===== src/rtl/dmem_arb_pkg.sv =====
// Shared types and default constants for the two-port data-memory arbiter.
// Port 0 is the CPU load/store path, port 1 the loader/debug path.
package dmem_arb_pkg;

   typedef enum logic {
      PORT_CPU = 1'b0,
      PORT_AUX = 1'b1
   } port_id_t;

   localparam int ADDR_W_DEF    = 32;
   localparam int DATA_W_DEF    = 32;
   localparam int MAX_BURST_DEF = 4;

   // Wide enough for the largest legal burst limit (15).
   localparam int BURST_W = 4;

endpackage


===== src/rtl/dmem_arb_pick.sv =====
// Combinational winner selection: round-robin with a burst limit on the
// current owner while the other port is also requesting.
module dmem_arb_pick
   import dmem_arb_pkg::*;
#(
   parameter int MAX_BURST = MAX_BURST_DEF
) (
   input  logic               req0,
   input  logic               req1,
   input  port_id_t           owner,
   input  logic [BURST_W-1:0] burst_cnt,
   output logic               gnt0,
   output logic               gnt1
);

   localparam logic [BURST_W-1:0] MAX_B = BURST_W'(MAX_BURST);

   logic keep_owner;

   always_comb begin
      gnt0       = 1'b0;
      gnt1       = 1'b0;
      keep_owner = (burst_cnt < MAX_B);
      if (req0 && req1) begin
         // Owner keeps the port until its burst allowance runs out.
         if ((owner == PORT_CPU) == keep_owner) begin
            gnt0 = 1'b1;
         end else begin
            gnt1 = 1'b1;
         end
      end else begin
         gnt0 = req0;
         gnt1 = req1;
      end
   end

endmodule


===== src/rtl/dmem_arbiter.sv =====
// Two-port arbiter in front of a single-port, 1-cycle-latency data memory.
// Define DMEM_ARB_PERF_EN to build the saturating contention counter.
module dmem_arbiter
   import dmem_arb_pkg::*;
#(
   parameter int ADDR_W    = ADDR_W_DEF,
   parameter int DATA_W    = DATA_W_DEF,
   parameter int MAX_BURST = MAX_BURST_DEF
) (
   input  logic              clk,
   input  logic              rst,
   input  logic              req0,
   input  logic              we0,
   input  logic [ADDR_W-1:0] addr0,
   input  logic [DATA_W-1:0] wdata0,
   output logic              gnt0,
   output logic              rvalid0,
   output logic [DATA_W-1:0] rdata0,
   input  logic              req1,
   input  logic              we1,
   input  logic [ADDR_W-1:0] addr1,
   input  logic [DATA_W-1:0] wdata1,
   output logic              gnt1,
   output logic              rvalid1,
   output logic [DATA_W-1:0] rdata1,
   output logic              mem_we,
   output logic [ADDR_W-1:0] mem_addr,
   output logic [DATA_W-1:0] mem_wr_data,
   input  logic [DATA_W-1:0] mem_rd_data,
   output logic [15:0]       perf_conflict_cnt
);

   localparam logic [BURST_W-1:0] MAX_B = BURST_W'(MAX_BURST);

   port_id_t           owner_q, owner_d;
   logic [BURST_W-1:0] burst_q, burst_d;
   logic               rd_pend_q, rd_pend_d;
   port_id_t           rd_tag_q, rd_tag_d;
   logic [DATA_W-1:0]  rdata0_q, rdata0_d;
   logic [DATA_W-1:0]  rdata1_q, rdata1_d;
   logic               pick0, pick1;
   port_id_t           win;

   dmem_arb_pick #(.MAX_BURST(MAX_BURST)) u_pick (
      .req0      (req0),
      .req1      (req1),
      .owner     (owner_q),
      .burst_cnt (burst_q),
      .gnt0      (pick0),
      .gnt1      (pick1)
   );

   // Reset blocks any access from reaching the memory.
   assign gnt0 = pick0 & ~rst;
   assign gnt1 = pick1 & ~rst;
   assign win  = gnt1 ? PORT_AUX : PORT_CPU;

   // Read data is live from memory in the rvalid cycle, then held.
   assign rvalid0 = rd_pend_q && (rd_tag_q == PORT_CPU);
   assign rvalid1 = rd_pend_q && (rd_tag_q == PORT_AUX);
   assign rdata0  = rvalid0 ? mem_rd_data : rdata0_q;
   assign rdata1  = rvalid1 ? mem_rd_data : rdata1_q;

   always_comb begin
      mem_we      = 1'b0;
      mem_addr    = '0;
      mem_wr_data = '0;
      if (gnt0) begin
         mem_we      = we0;
         mem_addr    = addr0;
         mem_wr_data = wdata0;
      end else if (gnt1) begin
         mem_we      = we1;
         mem_addr    = addr1;
         mem_wr_data = wdata1;
      end
   end

   always_comb begin
      owner_d   = owner_q;
      burst_d   = '0;
      rd_pend_d = (gnt0 && !we0) || (gnt1 && !we1);
      rd_tag_d  = win;
      rdata0_d  = rdata0;
      rdata1_d  = rdata1;
      if (gnt0 || gnt1) begin
         if (win == owner_q) begin
            burst_d = (burst_q >= MAX_B) ? MAX_B : burst_q + 1'b1;
         end else begin
            owner_d = win;
            burst_d = BURST_W'(1);
         end
      end
   end

   always_ff @(posedge clk or posedge rst) begin
      if (rst) begin
         owner_q   <= PORT_CPU;
         burst_q   <= '0;
         rd_pend_q <= 1'b0;
         rd_tag_q  <= PORT_CPU;
         rdata0_q  <= '0;
         rdata1_q  <= '0;
      end else begin
         owner_q   <= owner_d;
         burst_q   <= burst_d;
         rd_pend_q <= rd_pend_d;
         rd_tag_q  <= rd_tag_d;
         rdata0_q  <= rdata0_d;
         rdata1_q  <= rdata1_d;
      end
   end

`ifdef DMEM_ARB_PERF_EN
   logic [15:0] perf_q, perf_d;

   always_comb begin
      perf_d = perf_q;
      if (req0 && req1 && (perf_q != 16'hFFFF)) begin
         perf_d = perf_q + 16'd1;
      end
   end

   always_ff @(posedge clk or posedge rst) begin
      if (rst) begin
         perf_q <= '0;
      end else begin
         perf_q <= perf_d;
      end
   end

   assign perf_conflict_cnt = perf_q;
`else
   assign perf_conflict_cnt = 16'h0000;
`endif

endmodule

===== config.mk =====
export PLATFORM = sky130hd
export DESIGN_NAME = dmem_arbiter
export DESIGN_NICKNAME = d
export VERILOG_FILES = /design/src/rtl/dmem_arb_pkg.sv /design/src/rtl/dmem_arb_pick.sv /design/src/rtl/dmem_arbiter.sv
export SDC_FILE = /design/constraint.sdc
export NUM_CORES = 1
export LEC_CHECK = 0
export ABC_AREA = 1
export CAP_MARGIN = 20
export CORE_ASPECT_RATIO = 0.9
export CORE_MARGIN = 4
export CORE_UTILIZATION = 25
export DETAILED_ROUTE_END_ITERATION = 6
export MAX_ROUTING_LAYER = met4
export PLACE_DENSITY = 0.69
export SYNTH_ARGS = -nofsm -noshare
export SYNTH_HDL_FRONTEND = slang
export SYNTH_SLANG_ARGS = --single-unit

===== constraint.sdc =====
create_clock -name clk -period 4.21 [get_ports clk]
set_clock_uncertainty 0.1 [all_clocks]
set_input_delay 0.421 -clock clk [delete_from_list [all_inputs] [get_ports clk]]
set_output_delay 0.421 -clock clk [all_outputs]
set_load 0.03 [all_outputs]

# After elaboration in Yosys (flattened, before gate mapping)
# Cells that the tools add are included.
dict set report word_totals {
  reg_bits 71
  inputBits 166
  output_inout_bits 149
  word_cells 43
}
dict set report classes {
  reduce_logical 10
  order_cmp 2
  n_eq_ne 2
  mux 16
  bitwise 6
  addsub 1
}
# op count
set op_table {}
lappend op_table {{2-to-1 mux 32 bit} 6}
lappend op_table {{2-to-1 mux 4 bit} 3}
lappend op_table {{2-to-1 mux 1 bit} 7}
lappend op_table {{logical AND 1 bit} 5}
lappend op_table {{adder 4 x 1 -> 4 bit (second input constant)} 1}
lappend op_table {{greater-or-equal comparator 4 x 3 -> 1 bit (second input constant)} 1}
lappend op_table {{less-than comparator 4 x 3 -> 1 bit (second input constant)} 1}
lappend op_table {{inverter 1 bit} 4}
lappend op_table {{AND 1 bit} 2}
lappend op_table {{== test 1 bit} 2}
lappend op_table {{logical NOT 1 bit} 2}
lappend op_table {{logical OR 1 bit} 2}
lappend op_table {{AND reduction 2 bit} 1}

# Longest topological paths before layout
# Gate-level depths: netlist of run 1.
dict set report logic_depth {
  depth_word 9
  mapped_depth 11
  mapped_depth_nobuf 9
}

# Hierarchy
# Synthesis of run 1 repeated with hierarchy kept, for this count alone.
dict set report unflattened {
  cells_unflattened 520
  area_unflattened_um2 3888.7
}
# mod cells_each seq_area_each_um2 n_inst area_each_um2
set modules_own_cells {}
lappend modules_own_cells {dmem_arbiter 506 1776.7 1 3828.7}
lappend modules_own_cells {dmem_arb_pick 14 0.0 1 60.1}

# Worst setup path before layout of run 1
# OpenSTA, ideal clock, no wires.
dict set report synth_timing {
  path_type {flip-flop to output port}
  from {register rd_tag_q}
  to {output rdata0[0]}
  path_stages_with_launch 5
  required_time_ps 3689
  path_buffers 1
  arrival_time_ps 1971
  setup_slack_ps 1718
  cell_sequence {dfrtp_1 -> nor2_1 -> inv_2 -> clkbuf_1 -> o21ai_0}
}
dict set report synth_between {
  elab_chain_len 3
}
# element line_no
set synth_rtl {}
lappend synth_rtl {{start: declaration} dmem_arbiter.sv:38} ;# port_id_t rd_tag_q, rd_tag_d;
lappend synth_rtl {{start signal: assignment} dmem_arbiter.sv:108} ;# rd_tag_q <= rd_tag_d;
lappend synth_rtl {{inverter 1 bit} dmem_arbiter.sv:59} ;# assign rvalid0 = rd_pend_q && (rd_tag_q == PORT_CPU);
lappend synth_rtl {{logical AND 1 bit} dmem_arbiter.sv:59}
lappend synth_rtl {{via rvalid0} dmem_arbiter.sv:17} ;# output logic rvalid0,
lappend synth_rtl {{2-to-1 mux 32 bit} dmem_arbiter.sv:61} ;# assign rdata0 = rvalid0 ? mem_rd_data : rdata0_q;
lappend synth_rtl {{end: declaration} dmem_arbiter.sv:18} ;# output logic [DATA_W-1:0] rdata0,
# The timed path passes the listed nets, and every way through them passes these cells.

# Worst setup path after layout of run 1
dict set report layout_timing {
  from {input req0}
  to {output mem_addr[15]}
}
dict set report layout_between {
  elab_chain_len 5
  word_cells_on_any_way 7
}
# element line_no
set layout_rtl {}
lappend layout_rtl {{start: declaration} dmem_arbiter.sv:12} ;# input logic req0,
lappend layout_rtl {{logical AND 1 bit} dmem_arb_pick.sv:24} ;# if (req0 && req1) begin
lappend layout_rtl {{2-to-1 mux 1 bit} dmem_arb_pick.sv:24}
lappend layout_rtl {{AND 1 bit} dmem_arbiter.sv:55} ;# assign gnt1 = pick1 & ~rst;
lappend layout_rtl {{2-to-1 mux 32 bit} dmem_arbiter.sv:72} ;# end else if (gnt1) begin
lappend layout_rtl {{2-to-1 mux 32 bit (*)} dmem_arbiter.sv:68} ;# if (gnt0) begin
lappend layout_rtl {{end: declaration} dmem_arbiter.sv:27} ;# output logic [ADDR_W-1:0] mem_addr,
# Mark *: on every way between the ends. The rest lies on a longest branch, timed or not.

==> flow_summary_export.csv, run 1 <==
group,metric,value,unit
timing,period_needed,3.20,ns
drt,wl_met1,5.74,mm
synthesis,synth_seq_area_share,48.5,%
synthesis,yosysWarnings,0,
critical_path,worst-endpoint-arrival,2.68,ns
drt,wl_per_cell,14.2,um
critical_path,end_kind,"primary output",
critical_path,crit_path_max_incr_delay,0.69,ns
place,portBuffers,298,
clocking,clk_pin_slew,0.06,ns
timing,tightest_slew,0.891,ns
critical_path,cp.depth,9,
timing,drv_slew,0,
timing,grt_setup_unrepaired,"no",
critical_path,r2r_slack,2.46,ns
floorplanning,fp.dieH,123,um
critical_path,slowest_stage,"clkdlybuf4s50_1",
cells_and_area,final_nets,962,
timing,finalCritPeriodShare,76.0,%
clocking,numCtsBuffers,9,
floorplanning,die_w,136,um
cells_and_area,areaGrowthSynthToFinish,92.2,%
clocking,clk_path_buf_depth,2,
synthesis,synth_cell_types,19,
drt,drt_iter0_markers,252,
power_and_ir_drop,p_total,3.39,mW
critical_path,r2r-start,"rd_pend_q",
global_routing,grt_pass1_vias,4006,
clocking,cts_sinks,71,
cells_and_area,most-common-layout-cells,"clkdlybuf4s50_1 (298), nand2_1 (268), dfrtp_1 (71)",
critical_path,cpLargestDelayFamily,"buffers and inverters",
global_routing,antenna_found_initial,0,
floorplanning,num_rows,41,
cells_and_area,nFillCells,1373,
cells_and_area,layout-drive-gt1-share,3.50,%
drt,first_pass_iters,4,
critical_path,worst-path-buf-inv,5,
cells_and_area,fin_cells,993,
min_path,hold_path_class,"in -> async",
timing,timing.final.setup_violations,0,
critical_path,worstPathRequired,3.69,ns
clocking,cts_hold_buf,0,
drt,routed-via-count,4059,
floorplanning,initial_utilization,25.8,%
critical_path,r2r_end,"rdata0_q[20]",
drt,wirelength,14.1,mm
cells_and_area,layout_commonest_cell,"clkdlybuf4s50_1",
drt,met3_length,1.14,mm
drt,vias_per_cell,4.09,
drt,wl_met2,7.01,mm
critical_path,worstRegToRegCells,4,
synthesis,synth-seq-cells,71,
power_and_ir_drop,cellLeakagePower,3.37,nW
clocking,cts_tree,"built",
place,place.gp.congestion,0.760,
floorplanning,io_pins,315,
timing,timing.final.hold_violations,0,
critical_path,critical_path.endpoint,"mem_addr[15]",
cells_and_area,num_antenna_cells,0,
critical_path,critPathLaunchType,"input port",
timing,relSlewSlack,40.5,%
global_routing,grt_pass1_wl,20.7,mm
global_routing,grt_usage,16.3,%
drt,ant_nets,0,
clocking,post_cts_buffers,0,
synthesis,syn_area,3670,um^2
global_routing,gr-total-overflow,0,
synthesis,yosys-top-cells-area,"dfrtp_1 (48%), nand2_1 (28%), o21ai_0 (8.7%)",
timing,fmax,0.312,GHz
flow_run,cap_violations,0,
power_and_ir_drop,peakVddDrop,0.000246,V
synthesis,synth_top_area_share,48.5,%
floorplanning,core,14200,um^2
place,dp_hpwl,11.3,mm
synthesis,synthCells,509,
timing,fin_setup_tns,0,ns
clocking,ctsResizeCount,0,
critical_path,crit_type,"in -> out",
status,status,"complete, no violations",
clocking,clockRootBuffer,"clkbuf_16",
critical_path,cp_cell_sequence,"clkdlybuf4s50_1 > inv_1 > nor2_1 > nand2_2 > inv_2 > buf_12 > nand2_1 > nand2_1 > clkdlybuf4s50_1",
critical_path,cp-startpoint,"req0",
drt,remaining_drc_errors,0,
synthesis,syn_avg_cell_area,7.20,um^2
floorplanning,die_area,16700,um^2
global_routing,grt_max_degree,66,
place,dp.cells,976,
drt,maxUsedRoutingLayer,"met4",
synthesis,yosysTopAreaCell,"dfrtp_1",
critical_path,worst-path-max-fanout,43,
power_and_ir_drop,power_density,481,nW/um^2
clocking,cts_max_level,3,
clocking,insertion_delay,0.31,ns
metrics by stage:
stage	hold slack, ns	worst slack [ns]	area (um^2)	utilization [%]
final	0.374	1.01	7050	49.6
after global routing	0.416	0.864	7050	49.6
after CTS	0.390	1.01	7030	49.4
after detailed placement	0.383	1.02	6700	47.2
after global placement	0.380	1.04	6700	47.2
after floorplan	0.386	1.72	3730	-
area by class of cell:
type | count | area (um^2) | area share (%)
sequential | 71 | 1780 | 25.2
clock inverter | 6 | 92.6 | 1.31
inverter | 44 | 165 | 2.34
multi-input combinational | 367 | 1490 | 21.2
clock buffer | 10 | 229 | 3.25
timing repair buffer | 302 | 3050 | 43.3
tap | 193 | 241 | 3.43
sequential cells by signal (all words and copies together) (netlist names):
register   count
burst_q        4
owner_q        1
rdata1_q      32
rd_pend_q      1
rd_tag_q       1
rdata0_q      32
Yosys cell counts:
cell / n
buf_2: 6
a21oi_1: 1
dfrtp_1: 71
o21ai_0: 64
o22ai_1: 1
buf_4: 16
nand3_1: 3
inv_2: 3
buf_6: 9
buf_1: 1
nand3_2: 1
conb_1: 1
ha_1: 1
or2_2: 1
nand2_1: 269
clkbuf_1: 11
nor2_1: 7
inv_1: 41
nand2_2: 2
per-layer routing:
layer / global-route usage [%] / vias to the layer above
li1: - / 2084
met1: 19.7 / 1795
met2: 26.9 / 166
met3: 4.80 / 14
met4: 4.41 / 0
met5: - / -
logic make-up after synthesis:
family | synth area share (%)
adder cells (fa/ha/maj) | 0.341
buffers and inverters | 12.6
AO/OA/AOI/OAI | 9.04
flip-flops | 48.5
other | 0.102
AND/OR/NAND/NOR | 29.5
where the power goes:
group | switching (mW) | internal, mW | total (mW)
clock network | 0.297 | 0.522 | 0.819
registers | 0.0545 | 0.891 | 0.945
logic | 0.953 | 0.672 | 1.63
worst min path at each step:
| stage | slack [ns] | to | start | cells past startpoint |
|---|---|---|---|---|
| 2_1_floorplan | 0.39 | burst_q[1] | burst_q[2] | 3 |
| 3_3_place_gp | 0.38 | rdata1_q[30] | rdata1_q[30] | 2 |
| 3_5_place_dp | 0.38 | rdata1_q[31] | rdata1_q[31] | 2 |
| 4_1_cts | 0.39 | owner_q | rst | 2 |
| 5_1_grt | 0.42 | owner_q | rst | 2 |
| 6_report | 0.37 | owner_q | rst | 2 |
Note: power is estimated with default switching activity, not from simulation.
==> run 2, diff against run 1 <==
--- a/config.mk
+++ b/config.mk
@@ -12,7 +12,7 @@
 export CORE_UTILIZATION = 25
 export DETAILED_ROUTE_END_ITERATION = 6
 export MAX_ROUTING_LAYER = met4
-export PLACE_DENSITY = 0.69
+export PLACE_DENSITY = 0.71
 export SYNTH_ARGS = -nofsm -noshare
 export SYNTH_HDL_FRONTEND = slang
 export SYNTH_SLANG_ARGS = --single-unit
==> constraint.sdc (replaced) <==
create_clock -name clk -period 2.85 [get_ports clk]
set_clock_uncertainty 0.1 [all_clocks]
set_input_delay 0.285 -clock clk [delete_from_list [all_inputs] [get_ports clk]]
set_output_delay 0.285 -clock clk [all_outputs]
set_load 0.03 [all_outputs]
==> flow_summary_export.csv, run 2 (same netlist as run 1, synthesis figures left out) <==
group,metric,value,unit
drt,wirelength,14.1,mm
cells_and_area,num_antenna_cells,0,
floorplanning,initial_utilization,25.8,%
floorplanning,die_w,136,um
clocking,numCtsBuffers,9,
cells_and_area,fin_cells,997,
global_routing,grt_pass1_vias,4038,
clocking,cts_max_level,3,
floorplanning,io_pins,315,
cells_and_area,top_regs,"rdata0_q: 32 flops, rdata1_q: 32 flops, burst_q: 4 flops",
critical_path,r2r-start,"burst_q[3]",
timing,setup_ws,0.243,ns
flow_run,cap_violations,0,
power_and_ir_drop,peakVddDrop,0.000329,V
timing,grt_setup_unrepaired,"no",
global_routing,gr-total-overflow,0,
cells_and_area,layout-drive-gt1-share,12.4,%
critical_path,worst-endpoint-arrival,2.22,ns
critical_path,end_kind,"primary output",
timing,timing.final.setup_violations,0,
critical_path,cp-startpoint,"rd_tag_q",
critical_path,worstRegToRegCells,5,
cells_and_area,areaGrowthSynthToFinish,90.8,%
status,status,"complete, no violations",
clocking,ctsResizeCount,0,
timing,timing.final.hold_violations,0,
floorplanning,fp.dieH,123,um
global_routing,grt_pass1_wl,20.7,mm
drt,first_pass_iters,4,
floorplanning,die_area,16700,um^2
floorplanning,num_rows,41,
cells_and_area,final_nets,967,
global_routing,grt_usage,16.3,%
drt,remaining_drc_errors,0,
critical_path,crit_type,"reg -> out",
timing,period_needed,2.61,ns
cells_and_area,layout_commonest_cell,"nand2_1",
clocking,insertion_delay,0.32,ns
clocking,post_cts_buffers,0,
clocking,clockRootBuffer,"clkbuf_16",
power_and_ir_drop,power_density,701,nW/um^2
critical_path,worst-path-max-fanout,64,
floorplanning,core,14200,um^2
global_routing,antenna_found_initial,0,
place,dp_hpwl,11.5,mm
clocking,clk_path_buf_depth,2,
critical_path,critPathLaunchType,"register",
drt,drt_iter0_markers,151,
timing,fmax,0.384,GHz
clocking,clk_pin_slew,0.06,ns
cells_and_area,most-common-layout-cells,"nand2_1 (268), clkdlybuf4s50_1 (231), dfrtp_1 (71)",
drt,routed-via-count,4062,
place,portBuffers,298,
timing,holdWs,0.269,ns
clocking,cts_hold_buf,0,
timing,fin_setup_tns,0,ns
place,pre_cts_slack,0.477,ns
cells_and_area,stdcell_area,6990,um^2
place,place.gp.congestion,0.763,
power_and_ir_drop,cellLeakagePower,3.53,nW
timing,finalCritPeriodShare,91.5,%
drt,ant_nets,0,
place,dp.cells,982,
global_routing,grt_max_degree,65,
min_path,hold_path_class,"in -> async",
timing,drv_slew,0,
power_and_ir_drop,p_total,4.90,mW
drt,wl_per_cell,14.2,um
clocking,cts_sinks,71,
cells_and_area,fin_util,49.2,%
critical_path,worstPathRequired,2.47,ns
drt,vias_per_cell,4.07,
place,dpl-instance-area,6710,um^2
clocking,cts_tree,"built",
run 2: cell count changes in the layout (fill, tap and decap cells not counted):
cell	previous run	this run
buf_4	1	64
clkdlybuf4s50_1	298	231
clkinvlp_4	2	1
bufinv_16	2	1
clkinv_4	1	0
clkinv_2	0	3
buf_12	3	12
clkbuf_1	1	0
run 2: per-layer routing:
layer	GRT usage [%]	wire length [um]	vias to the layer above	share of wire, %
met4	5.04	316	0	2.2
li1	-	-	2094	-
met1	19.4	5710	1773	40
met3	5.04	1190	21	8.4
met5	-	0	-	0
met2	26.5	6910	174	49
run 2: final timing paths:
kind,to,slack (ns)
max,rdata0[15],0.24
min,burst_q[2],0.27
max reg2reg,rd_tag_q,1.41
min reg2reg,rdata0_q[19],0.39
max in group asynchronous,rdata1_q[25],1.75
min in group clk,rdata0_q[19],0.39
run 2: report_power, final:
part           internal (mW)  total, mW  switching, mW
sequential              1.32       1.40         0.0823
combinational          0.995       2.42           1.43
clock                  0.670       1.08          0.411
total                   2.98       4.90           1.92
run 2: worst max-delay path, cell delays in order, from the launching register on:
cell	delay, ns
dfrtp_1	0.38
nor2_1	0.19
inv_2	0.07
buf_12	0.20
o21ai_0	0.31
clkdlybuf4s50_1	0.74
run 2: layout make-up:
class	count	area (um^2)
Fill cell	1356	7220
Timing Repair Buffer	307	3030
Sequential cell	71	1780
Multi-Input combinational cell	367	1490
Tap cell	193	241
Clock buffer	9	225
Inverter	44	165
Clock inverter	6	61.3
